--- config.mk ---
export PLATFORM = sky130hd
export DESIGN_NAME = convert_fixed_point_shrink_stream
export DESIGN_NICKNAME = d
export VERILOG_FILES = /design/src/rtl/fixed_point_pkg.sv /design/src/rtl/convert_fixed_point_shrink_lane.sv /design/src/rtl/convert_fixed_point_shrink_stream.sv
export SDC_FILE = /design/constraint.sdc
export NUM_CORES = 1
export LEC_CHECK = 0
export CAP_MARGIN = 20
export CORE_MARGIN = 3
export CORE_UTILIZATION = 25
export CTS_BUF_LIST = sky130_fd_sc_hd__clkbuf_4 sky130_fd_sc_hd__clkbuf_8
export DETAILED_ROUTE_END_ITERATION = 6
export PLACE_DENSITY = 0.51
export SLEW_MARGIN = 20
export SYNTH_ARGS = -nofsm -noshare
export SYNTH_HDL_FRONTEND = slang
export SYNTH_SLANG_ARGS = --single-unit
export TNS_END_PERCENT = 50
--- constraint.sdc ---
create_clock -name clk -period 4.6 [get_ports clk]
set_input_delay 0.92 -clock clk [delete_from_list [all_inputs] [get_ports clk]]
set_output_delay 0.92 -clock clk [all_outputs]
set_load 0.01 [all_outputs]
--- src/rtl/fixed_point_pkg.sv ---
// Shared fixed-point helpers: rounding-mode encodings and saturation limits.
package fixed_point_pkg;

  localparam logic ROUND_TRUNC   = 1'b0;
  localparam logic ROUND_HALF_UP = 1'b1;

  // Widest word the limit helpers can describe; callers slice the low bits.
  localparam int MAX_W = 256;

  function automatic logic [MAX_W-1:0] sat_pos_limit(input int w);
    logic [MAX_W-1:0] r;
    r = '0;
    for (int i = 0; i < w - 1; i++) r[i] = 1'b1;
    return r;
  endfunction

  function automatic logic [MAX_W-1:0] sat_neg_limit(input int w);
    logic [MAX_W-1:0] r;
    r = '0;
    r[w-1] = 1'b1;
    return r;
  endfunction

endpackage

--- src/rtl/convert_fixed_point_shrink_lane.sv ---
// One lane of the fixed-point shrink: drop fraction bits (floor or half-up), then saturate.
module convert_fixed_point_shrink_lane
  import fixed_point_pkg::*;
#(
  parameter int X_DATA_WIDTH     = 47,
  parameter int X_DATA_WIDTH_INT = 5,
  parameter int Y_DATA_WIDTH     = 31,
  parameter int Y_DATA_WIDTH_INT = 1
) (
  input  logic [X_DATA_WIDTH-1:0] x,
  input  logic                    round_mode,
  output logic [Y_DATA_WIDTH-1:0] y,
  output logic                    sat
);

  localparam int DROP = (X_DATA_WIDTH - X_DATA_WIDTH_INT) - (Y_DATA_WIDTH - Y_DATA_WIDTH_INT);
  localparam int QW   = X_DATA_WIDTH - DROP + 1;
  localparam logic [MAX_W-1:0] POS_FULL = sat_pos_limit(Y_DATA_WIDTH);
  localparam logic [MAX_W-1:0] NEG_FULL = sat_neg_limit(Y_DATA_WIDTH);
  localparam logic [Y_DATA_WIDTH-1:0] POS_LIM = POS_FULL[Y_DATA_WIDTH-1:0];
  localparam logic [Y_DATA_WIDTH-1:0] NEG_LIM = NEG_FULL[Y_DATA_WIDTH-1:0];

  logic                      round_up;
  logic [QW-1:0]             q;
  logic [QW-Y_DATA_WIDTH:0]  q_hi;
  logic                      ovf;
  logic                      unused_frac;

  // Adding half an LSB before flooring equals adding the top dropped bit after.
  assign round_up    = (round_mode == ROUND_HALF_UP) && x[DROP-1];
  assign q           = {x[X_DATA_WIDTH-1], x[X_DATA_WIDTH-1:DROP]} + QW'(round_up);
  assign q_hi        = q[QW-1:Y_DATA_WIDTH-1];
  assign ovf         = !((&q_hi) || !(|q_hi));
  assign unused_frac = ^x[DROP-1:0];

  always_comb begin
    y   = q[Y_DATA_WIDTH-1:0];
    sat = ovf;
    if (ovf) y = q[QW-1] ? NEG_LIM : POS_LIM;
  end

endmodule

--- src/rtl/convert_fixed_point_shrink_stream.sv ---
// Multi-lane fixed-point shrink with a 2-stage valid/ready pipeline and saturation tracking.
// Optional saturation event counter: define CONVERT_FIXED_POINT_SAT_COUNT_EN.
module convert_fixed_point_shrink_stream
  import fixed_point_pkg::*;
#(
  parameter int X_DATA_WIDTH     = 47,
  parameter int X_DATA_WIDTH_INT = 5,
  parameter int Y_DATA_WIDTH     = 31,
  parameter int Y_DATA_WIDTH_INT = 1,
  parameter int CHANNELS         = 2,
  parameter int CNT_WIDTH        = 16
) (
  input  logic                           clk,
  input  logic                           rst_n,
  input  logic                           s_valid,
  output logic                           s_ready,
  input  logic [CHANNELS*X_DATA_WIDTH-1:0] s_data,
  input  logic                           round_mode,
  output logic                           m_valid,
  input  logic                           m_ready,
  output logic [CHANNELS*Y_DATA_WIDTH-1:0] m_data,
  output logic [CHANNELS-1:0]            m_sat,
  output logic [CHANNELS-1:0]            sat_sticky,
  input  logic                           sat_clear,
  output logic [CNT_WIDTH-1:0]           sat_count
);

  localparam int X_FRAC = X_DATA_WIDTH - X_DATA_WIDTH_INT;
  localparam int Y_FRAC = Y_DATA_WIDTH - Y_DATA_WIDTH_INT;

  generate
    if ((X_DATA_WIDTH_INT < Y_DATA_WIDTH_INT) || (X_FRAC < Y_FRAC + 1)) begin : g_param_err
      $error("convert_fixed_point_shrink_stream: output format must be narrower in both fields");
    end
  endgenerate

  logic                             pipe_en;
  logic [CHANNELS*Y_DATA_WIDTH-1:0] lane_y;
  logic [CHANNELS-1:0]              lane_sat;

  logic                             s1_valid_reg;
  logic [CHANNELS*Y_DATA_WIDTH-1:0] s1_data_reg;
  logic [CHANNELS-1:0]              s1_sat_reg;
  logic                             m_valid_reg;
  logic [CHANNELS*Y_DATA_WIDTH-1:0] m_data_reg;
  logic [CHANNELS-1:0]              m_sat_reg;
  logic [CHANNELS-1:0]              sticky_reg;
  logic [CHANNELS-1:0]              sat_hit;

  // Whole pipeline moves together; a stalled output freezes both stages.
  assign pipe_en    = !m_valid_reg || m_ready;
  assign s_ready    = pipe_en;
  assign m_valid    = m_valid_reg;
  assign m_data     = m_data_reg;
  assign m_sat      = m_sat_reg;
  assign sat_sticky = sticky_reg;
  assign sat_hit    = (m_valid_reg && m_ready) ? m_sat_reg : '0;

  generate
    for (genvar gi = 0; gi < CHANNELS; gi++) begin : g_lane
      convert_fixed_point_shrink_lane #(
        .X_DATA_WIDTH    (X_DATA_WIDTH),
        .X_DATA_WIDTH_INT(X_DATA_WIDTH_INT),
        .Y_DATA_WIDTH    (Y_DATA_WIDTH),
        .Y_DATA_WIDTH_INT(Y_DATA_WIDTH_INT)
      ) u_lane (
        .x         (s_data[gi*X_DATA_WIDTH +: X_DATA_WIDTH]),
        .round_mode(round_mode),
        .y         (lane_y[gi*Y_DATA_WIDTH +: Y_DATA_WIDTH]),
        .sat       (lane_sat[gi])
      );
    end
  endgenerate

  always_ff @(posedge clk or negedge rst_n) begin
    if (!rst_n) begin
      s1_valid_reg <= 1'b0;
      s1_data_reg  <= '0;
      s1_sat_reg   <= '0;
      m_valid_reg  <= 1'b0;
      m_data_reg   <= '0;
      m_sat_reg    <= '0;
    end else if (pipe_en) begin
      s1_valid_reg <= s_valid;
      s1_data_reg  <= lane_y;
      s1_sat_reg   <= lane_sat;
      m_valid_reg  <= s1_valid_reg;
      m_data_reg   <= s1_data_reg;
      m_sat_reg    <= s1_sat_reg;
    end
  end

  // A saturating transfer in the clearing cycle wins over the clear.
  always_ff @(posedge clk or negedge rst_n) begin
    if (!rst_n) sticky_reg <= '0;
    else if (sat_clear) sticky_reg <= sat_hit;
    else sticky_reg <= sticky_reg | sat_hit;
  end

`ifdef CONVERT_FIXED_POINT_SAT_COUNT_EN
  logic [CNT_WIDTH-1:0] count_reg;

  always_ff @(posedge clk or negedge rst_n) begin
    if (!rst_n) count_reg <= '0;
    else if (sat_clear) count_reg <= (|sat_hit) ? CNT_WIDTH'(1) : '0;
    else if ((|sat_hit) && !(&count_reg)) count_reg <= count_reg + 1'b1;
  end

  assign sat_count = count_reg;
`else
  assign sat_count = '0;
`endif

endmodule
; Word-level counts from Yosys, hierarchy flattened
; Index checks and enable logic that the tools add are counted.
[totals]
regBits = 132
output_inout_bits = 84
[op_classes]
muxes = 6
add_sub_neg = 2
bitwise_logic = 1
reduce_logical = 15
[ops]
columns = op, count
row1 = $mux W31, 4
row2 = $add A35 B2 Y36, 2
row3 = $reduce_and A6 Y1, 2
row4 = $reduce_or A6 Y1, 2
row5 = $logic_not A1 Y1, 5
row6 = $mux W2, 2
row7 = $logic_and A1 B1 Y1, 3
row8 = $logic_or A1 B1 Y1, 3
row9 = $or A2 B2 Y2, 1

; Longest topological paths before layout
; Gate-level depths: netlist of run 1.
[depth]
depth_word = 6
depth_mapped = 13
depth_no_buf = 11

; Hierarchy
; A second synthesis of run 1 with hierarchy kept.
[hier_totals]
cells_unflattened = 700
hier_area_um2 = 8473.1
[modules_own_cells]
columns = module, cells_each, area_each_um2, instances
row1 = convert_fixed_point_shrink_stream, 301, 5393.9, 1
row2 = convert_fixed_point_shrink_lane at g_lane[1].u_lane, 245, 1821.7, 1
row3 = convert_fixed_point_shrink_lane at g_lane[0].u_lane, 154, 1257.5, 1

; Worst setup path after synthesis of run 1
; OpenSTA, ideal clock, no wires.
[synth_timing]
path_type = in2reg
from = input round_mode
to = register s1_data_reg[32]
path_slack_ns = 1.098
n_path_buf = 1
cell_stages = 12
t_required_ns = 4.520
arrival_ns = 3.422
path_cell_list = and2_1 -> ha_1 -> ha_1 -> nand3_1 -> or4_4 -> nor4_4 -> mux2i_1 -> nor4b_4 -> o311a_4 -> buf_6 -> nor2b_1 -> nor3_2
[synth_via]
elab_chain_cells = 6
word_cells_on_any_way = 8
[synth_lines]
columns = element, line
row1 = start: declaration, convert_fixed_point_shrink_stream.sv:18  ; input logic round_mode,
row2 = $logic_and A1 B1 Y1 *, convert_fixed_point_shrink_lane.sv:30  ; assign round_up = (round_mode == ROUND_HALF_UP) && x[DROP-1];
row3 = $add A35 B2 Y36 *, convert_fixed_point_shrink_lane.sv:31  ; assign q = {x[X_DATA_WIDTH-1], x[X_DATA_WIDTH-1:DROP]} + QW'(round_up);
row4 = $reduce_or A6 Y1, convert_fixed_point_shrink_lane.sv:33  ; assign ovf = !((&q_hi) || !(|q_hi));
row5 = $logic_not A1 Y1, convert_fixed_point_shrink_lane.sv:33
row6 = $logic_or A1 B1 Y1, convert_fixed_point_shrink_lane.sv:33
row7 = $mux W31 *, convert_fixed_point_shrink_lane.sv:39  ; if (ovf) y = q[QW-1] ? NEG_LIM : POS_LIM;
row8 = end signal: assignment, convert_fixed_point_shrink_stream.sv:85  ; s1_data_reg <= lane_y;
row9 = end: declaration, convert_fixed_point_shrink_stream.sv:42  ; logic [CHANNELS*Y_DATA_WIDTH-1:0] s1_data_reg;
; Mark *: on every way between the ends. The rest lies on a longest branch, timed or not.
; A chain may end at the register's enable or synchronous reset.

; Worst setup path in the final report of run 1
; Same ends and word-level chain as after synthesis.

==> impl_metrics.tcl, run 1 <==
set metrics [dict create \
    fillers 2748 \
    cts_hold_repair.buffers 0 \
    grt_pass1_wl_mm 30.3 \
    clockRootBuffer "sky130_fd_sc_hd__clkbuf_8" \
    die_x_um 171 \
    clockBufferDepth 2 \
    maxClockFrequency_mhz 255 \
    holdCritPathClass "register to register" \
    dieHeight_um 171 \
    fraction_of_registers_with_async_set_or_reset_after_synthesis_pct 100 \
    timing.clock.skew_ns 0.0143 \
    vdd_ir_max_v 0.000167 \
    synth_edf_count 0 \
    cp_data_arrival_time_ns 4.28 \
    crit_family "simple AND/OR/NAND/NOR gates" \
    clk_slew_on_worst_s_h_paths_ns 0.08 \
    ys_types 50 \
    drive_above_1_share_pct 10.3 \
    relSlewSlack_pct 40.5 \
    detailedPlace.worstSlack_ns 0.189 \
    layout.cells.most_common "sky130_fd_sc_hd__nand2_1" \
    type_of_element_capturing_the_critical_path "register" \
    detailroute.via_count 5600 \
    clock_power_share_pct 32.5 \
    crit_fanout 31 \
    cts.repair_timing.setup_buffer_count 0 \
    syn_area_mm2 0.00680 \
    p_int_mw 2.38 \
    die_area_mm2 0.0292 \
    timing.critical_path.mode_cell "sky130_fd_sc_hd__ha_1" \
    tightest_slew_ns 0.892 \
    power.density_cell_area_mw_per_mm2 378 \
    crit_slowest_cell "sky130_fd_sc_hd__o311a_4" \
    final_period_minus_worst_setup_slack_ns 3.92 \
    power.combinational.fraction_pct 24.0 \
    p_leak_nw 3.80 \
    total_switching_power_mw 1.03 \
    multi_input_comb_area_mm2 0.00325 \
    pre_antenna_drt_iters 4 \
    totalPowerFinal_mw 3.42 \
    result_of_the_run "completed" \
    sw_frac_of_total_pct 30.2 \
    worst_ep_required_time_ns 4.96 \
    timing.critical_path.cells "clkdlybuf4s50_1 > and2_1 > ha_1 > ha_1 > nand3_1 > or4_4 > nor4_4 > mux2i_1 > nor4b_4 > o311a_4 > nor2b_1 > nor3_2" \
    clkLatencyLatePin_ns 0.44 \
    path_class "input port to register" \
    drt_iter0_markers 278 \
    port-buffer-count 145 \
    globalRoute.totalOverflow 0 \
    drc 0 \
    final_hold_viol_count 0 \
    rd_place_congestion 0.772 \
    detailedPlacementHpwl_mm 13.0 \
    total_wirelength_mm 18.6 \
    synthesis.yosys.warnings 0 \
    wl_per_cell_um 14.7 \
    via_per_inst 4.44 \
    antenna_violating_nets_post_route 0 \
    cp.buffers_inverters 1 \
    setup_repair_after_global_routing_missed_its_margin "false" \
    row_count 59 \
    cts_tree "yes" \
    post-route-worst-setup-slack_ns 0.679 \
    initial_antenna_violation_count 0 \
    setup_violations 0 \
    timing.setup.tns_ns 0 \
    core_area_mm2 0.0264 \
    clkSinkCount 132 \
    cts-buffers-inserted 17 \
    layout.nets 1015 \
    drv_slew 0 \
    initial_core_util_pct 25.8 \
    synth-seq-area-share_pct 48.6 \
    yosys_register_bits 132 \
    grt_max_degree 105 \
    sequential_cell_area_mm2 0.00330 \
    number_of_global_route_vias_before_repair 5594 \
    io_pins 184 \
    grt_util_all_layers_pct 13.1 \
    postSynthCellCount 771 \
    cts_htree_levels 4 \
    mostFrequentLayoutCells "255 x sky130_fd_sc_hd__nand2_1, 144 x sky130_fd_sc_hd__clkdlybuf4s50_1, 132 x sky130_fd_sc_hd__dfrtp_1" \
    areaGrowthSynthToFinish_pct 32.9 \
    timing.critical_path.from_type "input port" \
    synth_ff_type "sky130_fd_sc_hd__dfrtp_1" \
    period_share_pct 85.2 \
    max_stage_delay_ns 0.58 \
    timing.max_cap.violations 0 \
    seqPwrFrac_pct 43.5 \
    syn_avg_cell_area_um2 8.82 \
    cts_resized 0 \
]
[final timing paths]
path | from | endpoint | slack, ns | cells after the start
max | round_mode | s1_data_reg[32] | 0.68 | 12
max reg2reg | m_valid | s1_data_reg[24] | 2.26 | 6
min reg2reg | s1_valid_reg | s1_valid_reg | 0.47 | 2
max in group asynchronous | rst_n | s1_data_reg[21] | 3.04 | 2
min | s1_valid_reg | s1_valid_reg | 0.47 | 2
min in group asynchronous | rst_n | m_data[7] | 0.57 | 1
[area by class of cell]
cell class	instances	share of cell area [%]
timing repair buffer	160	17.6
antenna	1	0.0277
clock inverter	14	2.22
clock buffer	18	2.67
sequential	132	36.6
multi-input combinational	594	36.0
inverter	6	0.263
tap	335	4.64
[per-stage QoR]
stage | utilization [%] | cells | hold WS [ns] | area (µm²)
after CTS | 34.2 | 1259 | 0.470 | 9030
after global placement | 32.6 | 1227 | 0.439 | 8580
after global routing | 34.3 | 1259 | 0.489 | 9030
after floorplan | - | 786 | 0.430 | 6850
after detailed placement | 32.6 | 1227 | 0.451 | 8580
final | 34.3 | 1260 | 0.465 | 9030
[logic make-up (layout without fill, tap and decap cells)]
kind of cell	Yosys count	count (layout)	synth area share, %
AND/OR/NAND/NOR	437	437	28.6
flip-flops	132	132	48.6
AO/OA/AOI/OAI	80	80	9.78
buffers and inverters	60	198	4.80
XOR/XNOR	54	54	6.96
adder cells (fa/ha/maj)	4	4	0.736
multiplexers	3	3	0.442
other	1	17	0.0552
[cells in the mapped netlist, types with 3 or more instances]
cell / instances / area share [%]
sky130_fd_sc_hd__nor3_2: 3 / 0.44
sky130_fd_sc_hd__nor2_1: 79 / 4.4
sky130_fd_sc_hd__a31oi_1: 4 / 0.37
sky130_fd_sc_hd__xnor2_1: 33 / 4.3
sky130_fd_sc_hd__a211oi_2: 27 / 5.0
sky130_fd_sc_hd__mux2i_1: 3 / 0.44
sky130_fd_sc_hd__buf_6: 4 / 0.66
sky130_fd_sc_hd__inv_1: 6 / 0.33
sky130_fd_sc_hd__nor3_1: 8 / 0.59
sky130_fd_sc_hd__nor2b_1: 3 / 0.28
sky130_fd_sc_hd__buf_4: 17 / 1.9
sky130_fd_sc_hd__nand3_1: 29 / 2.1
sky130_fd_sc_hd__o21a_1: 3 / 0.33
sky130_fd_sc_hd__clkbuf_1: 26 / 1.4
sky130_fd_sc_hd__nand2_1: 255 / 14
sky130_fd_sc_hd__nand4_1: 19 / 1.7
sky130_fd_sc_hd__xor2_1: 21 / 2.7
sky130_fd_sc_hd__nor4_2: 3 / 0.55
sky130_fd_sc_hd__ha_1: 4 / 0.74
sky130_fd_sc_hd__nor4_1: 4 / 0.37
sky130_fd_sc_hd__and4_1: 5 / 0.64
sky130_fd_sc_hd__o21ai_0: 35 / 2.6
sky130_fd_sc_hd__buf_2: 6 / 0.44
sky130_fd_sc_hd__and2_1: 8 / 0.74
sky130_fd_sc_hd__and3_1: 7 / 0.64
sky130_fd_sc_hd__dfrtp_1: 132 / 49
[layer usage]
| metal | wire [µm] | global-route usage (%) | part of all wire (%) | up-vias |
|---|---|---|---|---|
| li1 | - | - | - | 2809 |
| met1 | 8920 | 17.9 | 48 | 2682 |
| met2 | 8760 | 21.2 | 47 | 92 |
| met3 | 634 | 2.47 | 3.4 | 17 |
| met4 | 240 | 3.88 | 1.3 | 0 |
| met5 | 0 | 0 | 0 | - |
[power groups by stage]
stage	clock network (mW)	logic (mW)	registers, mW
after floorplan	0	0.329	1.55
after global placement	0	0.831	1.51
after detailed placement	0	0.836	1.51
after CTS	1.15	0.839	1.49
after global routing	1.21	0.912	1.52
final	1.11	0.819	1.49
[worst reg2reg max path: stages (launching register included)]
cell                       delay [ns]
sky130_fd_sc_hd__dfrtp_1         0.41
sky130_fd_sc_hd__nor2b_4         0.16
sky130_fd_sc_hd__clkinv_2        0.23
sky130_fd_sc_hd__buf_4           0.76
sky130_fd_sc_hd__o21ai_2         0.19
sky130_fd_sc_hd__buf_4           0.29
sky130_fd_sc_hd__o21ai_0         0.23
No activity file was read; power rests on OpenSTA's default activity.
==> inputs of run 2 (changes only) <==
--- a/config.mk
+++ b/config.mk
@@ -10,7 +10,6 @@
 export CORE_UTILIZATION = 25
 export CTS_BUF_LIST = sky130_fd_sc_hd__clkbuf_4 sky130_fd_sc_hd__clkbuf_8
 export DETAILED_ROUTE_END_ITERATION = 6
-export PLACE_DENSITY = 0.51
 export SLEW_MARGIN = 20
 export SYNTH_ARGS = -nofsm -noshare
 export SYNTH_HDL_FRONTEND = slang
==> constraint.sdc (replaced) <==
create_clock -name clk -period 4.6 [get_ports clk]
set_input_delay 0.92 -clock clk [delete_from_list [all_inputs] [get_ports clk]]
set_output_delay 0.92 -clock clk [all_outputs]
set_load 0.05 [all_outputs]
==> run 2 against run 1 <==
Cell count increased by 0.24%. Sequential share of layout area up 0.11 points. Worst hold slack lost 0.0022 ns. Combinational power is 50% higher. Final area decreased by 0.30%. Clock-buffer cell count is 1 higher. Total power up 8.3%. Critical path depth unchanged. Die area stayed put. Clock power shrank 12%.
==> impl_metrics.tcl, run 2 (synthesis results as in run 1) <==
set metrics [dict create \
    setup_repair_after_global_routing_missed_its_margin "false" \
    result_of_the_run "completed" \
    timing.setup.tns_ns 0 \
    cts.repair_timing.setup_buffer_count 0 \
    worst_ep_required_time_ns 4.95 \
    grt_pass1_wl_mm 29.6 \
    globalRoute.totalOverflow 0 \
    detailedPlacementHpwl_mm 13.3 \
    total_wirelength_mm 18.3 \
    post-route-worst-setup-slack_ns 0.681 \
    rd_place_congestion 0.802 \
    io_pins 184 \
    dieHeight_um 171 \
    pre_antenna_drt_iters 4 \
    detailroute.via_count 5614 \
    cts_htree_levels 4 \
    worstReg2RegStart "m_valid" \
    grt_util_all_layers_pct 12.8 \
    period_share_pct 85.2 \
    areaGrowthSynthToFinish_pct 32.5 \
    cts-buffers-inserted 17 \
    holdCritPathClass "register to register" \
    timing.hold.worst_path_depth 1 \
    number_of_global_route_vias_before_repair 5616 \
    via_per_inst 4.44 \
    layout.nets 1020 \
    timing.max_cap.violations 0 \
    clkSinkCount 132 \
    row_count 59 \
    timing.critical_path.from_type "input port" \
    antenna-diode-count 0 \
    type_of_element_capturing_the_critical_path "register" \
    setup_violations 0 \
    drt_iter0_markers 299 \
    reg2reg_depth 7 \
    cts_tree "yes" \
    drc 0 \
    maxClockFrequency_mhz 255 \
    wl_per_cell_um 14.5 \
    cts_resized 0 \
    mostFrequentLayoutCells "255 x sky130_fd_sc_hd__nand2_1, 143 x sky130_fd_sc_hd__clkdlybuf4s50_1, 132 x sky130_fd_sc_hd__dfrtp_1" \
    final_period_minus_worst_setup_slack_ns 3.92 \
    worstHoldStart "s1_valid_reg" \
    cp_data_arrival_time_ns 4.27 \
    die_area_mm2 0.0292 \
    die_x_um 171 \
    port-buffer-count 145 \
    layout.cells.most_common "sky130_fd_sc_hd__nand2_1" \
    initial_core_util_pct 25.8 \
    stdcell_count 1263 \
    fillers 2726 \
    destination_of_the_worst_register_to_register_timing_path "s1_data_reg[3]" \
    antenna_violating_nets_post_route 0 \
    final_hold_viol_count 0 \
    drv_slew 0 \
    power.density_cell_area_mw_per_mm2 411 \
    timing.clock.skew_ns 0.0121 \
    clockBufferDepth 2 \
    cts_hold_repair.buffers 0 \
    core_area_mm2 0.0264 \
    crit_fanout 28 \
    clk_slew_on_worst_s_h_paths_ns 0.08 \
    path_class "input port to register" \
    terminating_pin_of_the_worst_hold_path "m_valid" \
    p_leak_nw 3.80 \
    finish.utilization_pct 34.2 \
    detailedPlace.worstSlack_ns 0.195 \
    vdd_ir_max_v 0.000140 \
    totalPowerFinal_mw 3.70 \
    clkLatencyLatePin_ns 0.44 \
    grt_max_degree 78 \
    tightest_slew_ns 0.790 \
    drive_above_1_share_pct 10.7 \
    initial_antenna_violation_count 0 \
    relSlewSlack_pct 47.4 \
    total_placed_cells_including_tap_cells 1232 \
    clockRootBuffer "sky130_fd_sc_hd__clkbuf_8" \
    slack_of_the_worst_reg_to_reg_path_ns 2.19 \
]
## run 2: worst max-delay path, cell delays in order
cell and delay [ns]:
sky130_fd_sc_hd__clkdlybuf4s50_1 0.53, sky130_fd_sc_hd__and2_1 0.14, sky130_fd_sc_hd__ha_1 0.18, sky130_fd_sc_hd__ha_1 0.19, sky130_fd_sc_hd__nand3_1 0.11, sky130_fd_sc_hd__or4_4 0.47
sky130_fd_sc_hd__nor4_4 0.31, sky130_fd_sc_hd__mux2i_1 0.34, sky130_fd_sc_hd__nor4b_4 0.09, sky130_fd_sc_hd__o311a_4 0.55, sky130_fd_sc_hd__buf_4 0.24, sky130_fd_sc_hd__a211oi_2 0.17
## run 2: layer usage
layer / vias to the layer above / wire [µm] / global-route usage, %
met5: - / 0 / 0
met4: 0 / 397 / 5.00
met3: 24 / 708 / 2.63
met2: 102 / 8850 / 20.7
met1: 2675 / 8330 / 16.7
li1: 2813 / - / -
## run 2: layout make-up
cell class | count | area, µm² | area share, %
Tap cell | 335 | 419 | 4.66
Timing Repair Buffer | 165 | 1630 | 18.1
Inverter | 6 | 23.8 | 0.264
Clock inverter | 12 | 133 | 1.47
Multi-Input combinational cell | 594 | 3240 | 36.0
Sequential cell | 132 | 3300 | 36.7
Clock buffer | 19 | 255 | 2.83
## run 2: how the worst max path moves through the flow
stage,startpoint,end,slack [ns],cells past startpoint
floorplan,round_mode,s1_data_reg[32],1.10,12
CTS,round_mode,s1_data_reg[42],0.65,12
detailed placement,round_mode,s1_data_reg[43],0.20,12
finish,round_mode,s1_data_reg[42],0.68,12
global placement,round_mode,s1_data_reg[42],0.23,12
global route,round_mode,s1_data_reg[46],0.49,12
## run 2: power by group
part | internal, mW | switching (mW) | total, mW
logic | 0.413 | 0.820 | 1.23
registers | 1.37 | 0.119 | 1.49
clock network | 0.499 | 0.479 | 0.978
total | 2.28 | 1.42 | 3.70
## run 2: metrics by stage
step | cell area [µm²] | hold slack, ns
after floorplan | 6850 | 0.430
after global placement | 8620 | 0.443
after detailed placement | 8620 | 0.451
after CTS | 9000 | 0.470
after global routing | 9000 | 0.495
final | 9000 | 0.463
==> inputs of run 3 (changes only) <==
==> constraint.sdc (replaced) <==
create_clock -name clk -period 4.5 [get_ports clk]
set_input_delay 0.9 -clock clk [delete_from_list [all_inputs] [get_ports clk]]
set_output_delay 0.9 -clock clk [all_outputs]
set_load 0.05 [all_outputs]
==> run 3 against run 2 <==
Worst hold slack lost 0.017 ns. Clock skew grew 0.0012 ns. Total power grew 4.6%. Register-to-register slack gained 0.03 ns. Critical path type unchanged. Largest cell class unchanged.
==> impl_metrics.tcl, run 3 (synthesis results as in run 1) <==
set metrics [dict create \
    result_of_the_run "completed" \
    cts_hold_repair.buffers 0 \
    drt_iter0_markers 271 \
    clk_slew_on_worst_s_h_paths_ns 0.09 \
    setup_repair_after_global_routing_missed_its_margin "false" \
    io_pins 184 \
    sequential_cell_area_mm2 0.00330 \
    dieHeight_um 171 \
    initial_antenna_violation_count 0 \
    relSlewSlack_pct 51.6 \
    globalRoute.totalOverflow 0 \
    power.density_cell_area_mw_per_mm2 428 \
    grt_pass1_wl_mm 30.0 \
    clockRootBuffer "sky130_fd_sc_hd__clkbuf_8" \
    destination_of_the_worst_register_to_register_timing_path "s1_data_reg[42]" \
    rd_place_congestion 0.801 \
    type_of_element_capturing_the_critical_path "register" \
    row_count 59 \
    cts_resized 0 \
    drive_above_1_share_pct 10.8 \
    crit_fanout 25 \
    timing.critical_path.from_type "input port" \
    final_period_minus_worst_setup_slack_ns 3.94 \
    timing.setup.tns_ns 0 \
    cts.repair_timing.setup_buffer_count 0 \
    total_wirelength_mm 18.5 \
    stdcell_count 1264 \
    final_hold_viol_count 0 \
    detailroute.via_count 5640 \
    initial_core_util_pct 25.8 \
    number_of_global_route_vias_before_repair 5706 \
    cts-buffers-inserted 17 \
    layout.cells.most_common "sky130_fd_sc_hd__nand2_1" \
    total_placed_cells_including_tap_cells 1233 \
    p_leak_nw 3.82 \
    path_class "input port to register" \
    clkLatencyLatePin_ns 0.44 \
    drc 0 \
    worst_ep_required_time_ns 4.86 \
    reg2reg_depth 6 \
    worstReg2RegStart "m_valid" \
    wl_per_cell_um 14.6 \
    grt_max_degree 77 \
    drv_slew 0 \
    setup_violations 0 \
    timing.clock.skew_ns 0.0133 \
    antenna_violating_nets_post_route 0 \
    holdCritPathClass "input port to asynchronous set/reset pin" \
    clkSinkCount 132 \
    areaGrowthSynthToFinish_pct 33.2 \
    via_per_inst 4.46 \
    cts_htree_levels 4 \
    die_x_um 171 \
    cp_data_arrival_time_ns 4.30 \
    grt_util_all_layers_pct 12.8 \
    fillers 2700 \
    mostFrequentLayoutCells "255 x sky130_fd_sc_hd__nand2_1, 143 x sky130_fd_sc_hd__clkdlybuf4s50_1, 132 x sky130_fd_sc_hd__dfrtp_1" \
    layout.nets 1021 \
    timing.max_cap.violations 0 \
    antenna-diode-count 0 \
    pre_antenna_drt_iters 4 \
    cts_tree "yes" \
    core_area_mm2 0.0264 \
    vdd_ir_max_v 0.000184 \
    port-buffer-count 145 \
    multi_input_comb_area_mm2 0.00324 \
    maxClockFrequency_mhz 254 \
    detailedPlacementHpwl_mm 13.3 \
    period_share_pct 87.5 \
    slack_of_the_worst_reg_to_reg_path_ns 2.22 \
    tightest_slew_ns 0.726 \
    die_area_mm2 0.0292 \
    clockBufferDepth 2 \
]
run 3: cell count changes in the layout (fill, tap and decap cells not counted):
cell / before / now
sky130_fd_sc_hd__buf_4: 19 / 20
sky130_fd_sc_hd__bufinv_16: 2 / 3
sky130_fd_sc_hd__clkbuf_4: 1 / 0
sky130_fd_sc_hd__clkbuf_8: 18 / 20
sky130_fd_sc_hd__clkinv_2: 4 / 2
sky130_fd_sc_hd__clkinv_4: 3 / 2
sky130_fd_sc_hd__clkinvlp_4: 3 / 4
run 3: power breakdown:
group	total, mW	switching [mW]	internal [mW]
registers	1.52	0.120	1.40
clock network	1.09	0.497	0.592
logic	1.26	0.838	0.423
run 3: how the worst max path moves through the flow:
| stage | startpoint | cells after the start | endpoint |
|---|---|---|---|
| after floorplan | round_mode | 12 | s1_data_reg[32] |
| after global placement | round_mode | 12 | s1_data_reg[55] |
| after detailed placement | round_mode | 12 | s1_data_reg[55] |
| after CTS | round_mode | 12 | s1_data_reg[55] |
| after global routing | round_mode | 12 | s1_data_reg[55] |
| final | round_mode | 12 | s1_data_reg[55] |
run 3: metrics by stage:
step / hold slack (ns) / util (%) / setup slack [ns] / cell area, µm² / power, mW
floorplan: 0.430 / - / 1.02 / 6850 / 2.33
global route: 0.486 / 34.3 / 0.399 / 9050 / 4.09
global placement: 0.442 / 32.7 / 0.162 / 8620 / 2.81
detailed placement: 0.452 / 32.7 / 0.0816 / 8620 / 2.82
CTS: 0.468 / 34.3 / 0.567 / 9050 / 3.93
finish: 0.446 / 34.3 / 0.563 / 9050 / 3.87
run 3: area by class of cell:
class	instances	share of cell area, %
clock buffer	20	3.04
clock inverter	11	1.67
inverter	6	0.263
multi-input combinational	594	35.8
sequential	132	36.5
tap	335	4.63
timing repair buffer	166	18.0
run 3: per-layer routing:
metal / up-vias / wire length (µm) / track usage [%]
met1: 2675 / 8460 / 17.1
met4: 0 / 465 / 4.86
li1: 2817 / - / -
met5: - / 0 / 0
met3: 30 / 831 / 2.82
met2: 118 / 8700 / 20.5
run 3: critical path, stage by stage:
cell,delay (ns)
sky130_fd_sc_hd__clkdlybuf4s50_1,0.56
sky130_fd_sc_hd__and2_1,0.15
sky130_fd_sc_hd__ha_1,0.19
sky130_fd_sc_hd__ha_1,0.20
sky130_fd_sc_hd__nand3_1,0.12
sky130_fd_sc_hd__or4_4,0.48
sky130_fd_sc_hd__nor4_4,0.31
sky130_fd_sc_hd__mux2i_1,0.33
sky130_fd_sc_hd__nor4b_4,0.09
sky130_fd_sc_hd__o311a_4,0.54
sky130_fd_sc_hd__buf_4,0.23
sky130_fd_sc_hd__a211oi_2,0.19
